<file path="src/rtl/mem_excep_stage_pkg.sv">
// Shared definitions for the EX/MEM stage with memory-exception collection.
// Holds the bus widths, exception-vector bit positions, memory op encodings,
// the stage FSM states and the packed EX/MEM pipeline register layout.
package mem_excep_stage_pkg;

  localparam int unsigned InstBus      = 32;
  localparam int unsigned Cp0AddrBus   = 5;
  localparam int unsigned ExcepTypeBus = 32;
  localparam int unsigned MemOpBus     = 4;

  // Exception-type vector bit positions
  localparam int unsigned ExcepAdelIf = 31;
  localparam int unsigned ExcepRi     = 30;
  localparam int unsigned ExcepOv     = 29;
  localparam int unsigned ExcepBp     = 28;
  localparam int unsigned ExcepSys    = 27;
  localparam int unsigned ExcepAdel   = 26;
  localparam int unsigned ExcepAdes   = 25;
  localparam int unsigned ExcepEret   = 0;

  // Bits that may legitimately arrive from upstream stages
  localparam logic [ExcepTypeBus-1:0] ExcepUpstreamMask =
      (ExcepTypeBus'(1) << ExcepAdelIf) | (ExcepTypeBus'(1) << ExcepRi) |
      (ExcepTypeBus'(1) << ExcepOv)     | (ExcepTypeBus'(1) << ExcepBp) |
      (ExcepTypeBus'(1) << ExcepSys)    | (ExcepTypeBus'(1) << ExcepEret);

  typedef enum logic [MemOpBus-1:0] {
    MemOpNone = 4'd0,
    MemOpLb   = 4'd1,
    MemOpLbu  = 4'd2,
    MemOpLh   = 4'd3,
    MemOpLhu  = 4'd4,
    MemOpLw   = 4'd5,
    MemOpSb   = 4'd6,
    MemOpSh   = 4'd7,
    MemOpSw   = 4'd8
  } mem_op_e;

  typedef enum logic {
    MsRun   = 1'b0,
    MsDrain = 1'b1
  } mem_state_e;

  typedef struct packed {
    logic                    valid;
    logic [InstBus-1:0]      pc;
    logic [ExcepTypeBus-1:0] excep;
    logic                    in_delayslot;
    logic [MemOpBus-1:0]     mem_op;
    logic [31:0]             mem_addr;
    logic [31:0]             mem_wdata;
    logic                    cp0_we;
    logic [Cp0AddrBus-1:0]   cp0_waddr;
    logic [31:0]             cp0_wdata;
    logic                    reg_we;
    logic [4:0]              reg_waddr;
    logic [31:0]             reg_wdata;
  } ex_mem_t;

endpackage

</file>
<file path="src/rtl/mem_align_check.sv">
// Combinational data-address alignment checker and store formatter.
//   mem_op_i     : registered memory op
//   addr_lo_i    : low two bits of the effective address
//   wdata_i      : raw store data
//   align_bits_o : [1] load/fetch-side AdEL, [0] store-side AdES
//   wen_o        : byte write enables (loads and non-memory ops give 0)
//   wdata_o      : store data replicated across the lanes
module mem_align_check
  import mem_excep_stage_pkg::*;
(
  input  logic [MemOpBus-1:0] mem_op_i,
  input  logic [1:0]          addr_lo_i,
  input  logic [31:0]         wdata_i,
  output logic [1:0]          align_bits_o,
  output logic [3:0]          wen_o,
  output logic [31:0]         wdata_o
);

  always_comb begin
    align_bits_o = 2'b00;
    wen_o        = 4'b0000;
    wdata_o      = wdata_i;
    case (mem_op_i)
      MemOpLh, MemOpLhu: align_bits_o[1] = addr_lo_i[0];
      MemOpLw:           align_bits_o[1] = |addr_lo_i;
      MemOpSb: begin
        wen_o   = 4'b0001 << addr_lo_i;
        wdata_o = {4{wdata_i[7:0]}};
      end
      MemOpSh: begin
        align_bits_o[0] = addr_lo_i[0];
        wen_o           = addr_lo_i[1] ? 4'b1100 : 4'b0011;
        wdata_o         = {2{wdata_i[15:0]}};
      end
      MemOpSw: begin
        align_bits_o[0] = |addr_lo_i;
        wen_o           = 4'b1111;
      end
      default: ;
    endcase
  end

endmodule

</file>
<file path="src/rtl/mem_excep_stage.sv">
// EX/MEM pipeline register with memory-stage exception collection.
// Registers EX results, flags misaligned data accesses, merges them into the
// exception-type vector for cp0, drives the data SRAM port and suppresses all
// side effects of an excepting instruction. After an exception the stage
// enters a drain state that masks the following instruction until cp0's
// registered flush arrives one cycle later.
//   clk, rst (async, active-low)     : clock and reset
//   stall_i / flush_i                : hold / invalidate the register
//   ex_*                             : EX-stage results
//   excep_type_o, excep_addr_o,
//   pc_o, in_delayslot_o             : exception report to cp0
//   cp0_we_o/waddr_o/wdata_o         : mtc0 write port
//   data_sram_*                      : data SRAM request
//   reg_we_o/waddr_o/wdata_o, mem_op_o : to MEM/WB
module mem_excep_stage
  import mem_excep_stage_pkg::*;
(
  input  logic                    clk,
  input  logic                    rst,
  input  logic                    stall_i,
  input  logic                    flush_i,
  input  logic                    ex_valid_i,
  input  logic [InstBus-1:0]      ex_pc_i,
  input  logic [ExcepTypeBus-1:0] ex_excep_i,
  input  logic                    ex_in_delayslot_i,
  input  logic [MemOpBus-1:0]     ex_mem_op_i,
  input  logic [31:0]             ex_mem_addr_i,
  input  logic [31:0]             ex_mem_wdata_i,
  input  logic                    ex_cp0_we_i,
  input  logic [Cp0AddrBus-1:0]   ex_cp0_waddr_i,
  input  logic [31:0]             ex_cp0_wdata_i,
  input  logic                    ex_reg_we_i,
  input  logic [4:0]              ex_reg_waddr_i,
  input  logic [31:0]             ex_reg_wdata_i,
  output logic [ExcepTypeBus-1:0] excep_type_o,
  output logic [31:0]             excep_addr_o,
  output logic [InstBus-1:0]      pc_o,
  output logic                    in_delayslot_o,
  output logic                    cp0_we_o,
  output logic [Cp0AddrBus-1:0]   cp0_waddr_o,
  output logic [31:0]             cp0_wdata_o,
  output logic                    data_sram_en_o,
  output logic [3:0]              data_sram_wen_o,
  output logic [31:0]             data_sram_addr_o,
  output logic [31:0]             data_sram_wdata_o,
  output logic                    reg_we_o,
  output logic [4:0]              reg_waddr_o,
  output logic [31:0]             reg_wdata_o,
  output logic [MemOpBus-1:0]     mem_op_o
);

  ex_mem_t    reg_q, reg_d;
  mem_state_e state_q, state_d;

  logic                    valid_eff;
  logic                    excep_any;
  logic                    sram_en;
  logic [1:0]              align_bits;
  logic [3:0]              wen;
  logic [31:0]             wdata_rep;
  logic [ExcepTypeBus-1:0] excep_type;

  mem_align_check u_align (
    .mem_op_i     (reg_q.mem_op),
    .addr_lo_i    (reg_q.mem_addr[1:0]),
    .wdata_i      (reg_q.mem_wdata),
    .align_bits_o (align_bits),
    .wen_o        (wen),
    .wdata_o      (wdata_rep)
  );

  // Pipeline register next state; flush beats stall
  always_comb begin
    reg_d = reg_q;
    if (flush_i) begin
      reg_d.valid = 1'b0;
    end else if (!stall_i) begin
      reg_d.valid        = ex_valid_i;
      reg_d.pc           = ex_pc_i;
      reg_d.excep        = ex_excep_i;
      reg_d.in_delayslot = ex_in_delayslot_i;
      reg_d.mem_op       = ex_mem_op_i;
      reg_d.mem_addr     = ex_mem_addr_i;
      reg_d.mem_wdata    = ex_mem_wdata_i;
      reg_d.cp0_we       = ex_cp0_we_i;
      reg_d.cp0_waddr    = ex_cp0_waddr_i;
      reg_d.cp0_wdata    = ex_cp0_wdata_i;
      reg_d.reg_we       = ex_reg_we_i;
      reg_d.reg_waddr    = ex_reg_waddr_i;
      reg_d.reg_wdata    = ex_reg_wdata_i;
    end
  end

  // Exception collection and side-effect gating
  always_comb begin
    valid_eff  = reg_q.valid & (state_q == MsRun);
    excep_type = '0;
    if (valid_eff) begin
      excep_type = (reg_q.excep & ExcepUpstreamMask) |
                   {5'b0, align_bits, 25'b0};
    end
    excep_any = |excep_type;
    sram_en   = valid_eff & (reg_q.mem_op != MemOpNone) & ~excep_any;
  end

  // Drain covers the cycle between reporting an exception and cp0's flush
  always_comb begin
    state_d = state_q;
    unique case (state_q)
      MsRun:   if (excep_any && !flush_i) state_d = MsDrain;
      MsDrain: if (flush_i) state_d = MsRun;
      default: state_d = MsRun;
    endcase
  end

  always_ff @(posedge clk or negedge rst) begin
    if (!rst) begin
      reg_q   <= '0;
      state_q <= MsRun;
    end else begin
      reg_q   <= reg_d;
      state_q <= state_d;
    end
  end

  always_comb begin
    excep_type_o      = excep_type;
    excep_addr_o      = reg_q.mem_addr;
    pc_o              = reg_q.pc;
    in_delayslot_o    = reg_q.in_delayslot;
    cp0_we_o          = reg_q.cp0_we & valid_eff & ~excep_any;
    cp0_waddr_o       = reg_q.cp0_waddr;
    cp0_wdata_o       = reg_q.cp0_wdata;
    data_sram_en_o    = sram_en;
    data_sram_wen_o   = sram_en ? wen : 4'b0000;
    data_sram_addr_o  = reg_q.mem_addr;
    data_sram_wdata_o = wdata_rep;
    reg_we_o          = reg_q.reg_we & valid_eff & ~excep_any;
    reg_waddr_o       = reg_q.reg_waddr;
    reg_wdata_o       = reg_q.reg_wdata;
    mem_op_o          = reg_q.mem_op;
  end

endmodule

</file>
<file path="config.mk">
export PLATFORM = sky130hd
export DESIGN_NAME = mem_excep_stage
export DESIGN_NICKNAME = d
export VERILOG_FILES = /design/src/rtl/mem_excep_stage_pkg.sv /design/src/rtl/mem_align_check.sv /design/src/rtl/mem_excep_stage.sv
export SDC_FILE = /design/constraint.sdc
export NUM_CORES = 1
export LEC_CHECK = 0
export ABC_AREA = 1
export CORE_AREA = 10 10 171 173
export CTS_BUF_LIST = sky130_fd_sc_hd__clkbuf_8
export CTS_CLUSTER_SIZE = 40
export DETAILED_ROUTE_END_ITERATION = 10
export DIE_AREA = 0 0 181 183
export PLACE_DENSITY = 0.72
export SYNTH_ARGS = -nofsm -noshare
export SYNTH_HDL_FRONTEND = slang
export SYNTH_SLANG_ARGS = --single-unit
</file>
<file path="constraint.sdc">
create_clock -name clk -period 3 [get_ports clk]
set_input_delay 0.9 -clock clk [delete_from_list [all_inputs] [get_ports clk]]
set_output_delay 0.9 -clock clk [all_outputs]
set_load 0.05 [all_outputs]
</file>
==> results.sh <==
export IMPL_outcome="complete, no violations"
export IMPL_r2r_slack_ns=1.57
export IMPL_path_clk_slew_ns=0.11
export IMPL_rows=59
export IMPL_worstPathArrival_ns=2.02
export IMPL_drtPass1Iterations=4
export IMPL_synth_top_family_by_area="buffers and inverters"
export IMPL_irDropWorstVdd_mv=0.301
export IMPL_finClkSkew_ns=0.0103
export IMPL_synth_xor_area_share_pct=0
export IMPL_maxCapViolations=0
export IMPL_fmax_ghz=0.343
export IMPL_tritoncts="yes"
export IMPL_tightest_slew_ns=0.609
export IMPL_synthSimpleGateAreaFrac_pct=4.12
export IMPL_postCtsHoldBufs=0
export IMPL_max_stage_delay_ns=0.45
export IMPL_port_buffers=409
export IMPL_ys_warn_count=0
export IMPL_reg2regPathDepth=10
export IMPL_route_antenna_remaining_nets=0
export IMPL_r2r_end="state_q$_DFF_PN0_"
export IMPL_synth_compound_area_share_pct=4.56
export IMPL_design_core_area_um2=25800
export IMPL_start_kind="flip-flop"
export IMPL_hold_violations=0
export IMPL_dieArea_um2=33100
export IMPL_slowest_stage="o21ai_0"
export IMPL_synth_avg_cell_area_um2=11.4
export IMPL_fillers=2292
export IMPL_vias_per_cell=4.43
export IMPL_required_ns=2.10
export IMPL_final_setup_worst_slack_ns=0.0833
export IMPL_start_util_pct=34.9
export IMPL_nets=1249
export IMPL_power_density_nw_per_um2=656
export IMPL_preCtsSetupSlack_ns=0.414
export IMPL_worstPathMaxFanout=16
export IMPL_syn_instance_count=787
export IMPL_area_delta_synth_final_pct=42.5
export IMPL_ys_seq_elements=185
export IMPL_dieWidth_um=181
export IMPL_fp_dieH_um=183
export IMPL_antenna_found_initial=0
export IMPL_end_kind="primary output"
export IMPL_setup_viol_count_final=0
export IMPL_min_path_type="primary input to async pin"
export IMPL_cts_made_buffers=17
export IMPL_io_pins=460
export IMPL_max_clock_path_buffers=2
export IMPL_drc=0
export IMPL_fin_area_um2=12800
export IMPL_grt_pass1_wl_mm=40.9
export IMPL_slew_viol_final=0
export IMPL_finalCritPeriodShare_pct=97.2
export IMPL_ys_seq_area_share_pct=51.5
export IMPL_relSlewSlack_pct=59.3
export IMPL_num_vias=6128
export IMPL_num_antenna_cells=0
export IMPL_ys_types=21
export IMPL_clock_sinks=185
export IMPL_grt_pass1_vias=6786
export IMPL_routed_wl_mm=26.8
export IMPL_path_cells="inv_2, nor2_4, nand2_8, clkinvlp_4, o21ai_0, buf_12"
export IMPL_muxShareOfSynthArea_pct=18.5
export IMPL_fin_cells=1382
export IMPL_synth_adder_area_share_pct=0
export IMPL_reg2reg_from="mem_op_o[3]$_DFFE_PN0P_"
export IMPL_cts_root_buffer="clkbuf_8"
export IMPL_drive_gt1_share_pct=26.3
export IMPL_grt_overflow=0
export IMPL_post_place_cells=1340
export IMPL_power_uw=8410
export IMPL_min_period_ns=2.92
export IMPL_drtIter0Drc=313
export IMPL_grt_usage_pct=15.7
export IMPL_gp_congestion=0.848
export IMPL_post_dp_cell_area_um2=12200
export IMPL_synth_area_um2=8990
export IMPL_worstSetupPathType="flip-flop to primary output"
export IMPL_rsz0062_at_grt="true"
export IMPL_p_leak_uw=0.00542
export IMPL_dp_hpwl_mm=21.2
export IMPL_clock_latency_ns=0.46
export IMPL_routedWlPerCell_um=19.4
export IMPL_grt_max_degree=67
export IMPL_cts_max_level=4
layout make-up:
class	count	area (µm²)	area share (%)
Inverter	53	208	1.62
Tap cell	335	419	3.27
Clock inverter	14	156	1.22
Sequential cell	185	4630	36.2
Multi-Input combinational cell	341	2620	20.5
Timing Repair Buffer	437	4540	35.4
Clock buffer	17	234	1.83
report_power, final:
part	internal, µW	switching [µW]	total, µW	leakage, µW
clock	693	1010	1710	0.000197
combinational	1350	2290	3650	0.00303
sequential	2850	206	3060	0.00219
total	4900	3510	8410	0.00542
metrics by stage:
stage	hold slack [ns]	setup TNS (ns)	util (%)
final	0.441	0	49.7
after global routing	0.431	-0.448	49.7
after CTS	0.426	-0.0491	49.3
after detailed placement	0.495	0	47.5
after global placement	0.489	0	47.5
after floorplan	0.471	0	-
how the worst max path moves through the flow:
stage	from	end	slack, ns	cells after the start
floorplan	mem_op_o[3]$_DFFE_PN0P_	data_sram_wdata_o[16]	0.13	4
global placement	mem_op_o[3]$_DFFE_PN0P_	data_sram_wdata_o[15]	0.45	8
detailed placement	mem_op_o[3]$_DFFE_PN0P_	data_sram_wdata_o[15]	0.41	8
CTS	data_sram_addr_o[1]$_DFFE_PN0P_	data_sram_wen_o[3]	-0.03	10
global route	mem_op_o[3]$_DFFE_PN0P_	data_sram_wen_o[3]	-0.05	11
finish	mem_op_o[2]$_DFFE_PN0P_	data_sram_wdata_o[27]	0.08	6
what timing repair did:
item / in CTS / in global routing
resized for setup: 16 / 25
endpoints found under the setup margin: 23 / 23
pin swaps: 2 / 10
gates cloned: 0 / 1
setup buffers: 4 / 6
synthesized netlist by cell type, drive strengths merged:
| master | instances | share of area [%] |
|---|---|---|
| nor2 | 20 | 1.0 |
| a31oi | 4 | 0.28 |
| nand2 | 65 | 2.8 |
| o22ai | 8 | 0.56 |
| nand3 | 3 | 0.22 |
| mux2 | 148 | 19 |
| a21oi | 3 | 0.17 |
| dfrtp | 185 | 51 |
| inv | 53 | 2.2 |
| nand4 | 1 | 0.070 |
| buf | 228 | 19 |
| clkbuf | 4 | 0.17 |
| o21ai | 64 | 3.6 |
| conb | 1 | 0.042 |
sequential cells by signal, summed over array words and instances (netlist names):
register	cells
cp0_wdata_o	32
cp0_waddr_o	5
mem_op_o	4
reg_waddr_o	5
reg_q	41
pc_o	32
data_sram_addr_o	32
reg_wdata_o	32
in_delayslot_o	1
state_q	1
metal layers:
layer  vias up  wire length [µm]  global-route usage, %
met2       302             13000                   26.0
li1       2830                 -                      -
met5         -                 0                      0
met1      2976             10000                   16.8
met3        20              3440                   8.82
met4         0               354                   4.62
logic make-up after synthesis:
kind of cell | after synthesis
other cells | 1
buf+inv | 285
compound gates | 79
mux | 148
flops | 185
simple gates | 89
layout by cell type, fill, tap and decap left out, types with 5 or more instances in the layout:
master / count
clkdlybuf4s50_1: 369
mux2_2: 148
o21ai_0: 57
clkbuf_8: 18
o22ai_1: 8
inv_1: 47
dfrtp_1: 181
buf_12: 24
conb_1: 24
nand2_1: 60
nor2_4: 6
buf_4: 35
buf_6: 5
nor2_1: 10
worst max-delay path: cells and delay by family (launching register included):
family	cells	cell delay [ns]
AOI/OAI and AO/OA	1	0.45
buffers and inverters	3	0.54
DFF	1	0.41
and+or+nand+nor	2	0.17
(Power assumes the default switching activity.)
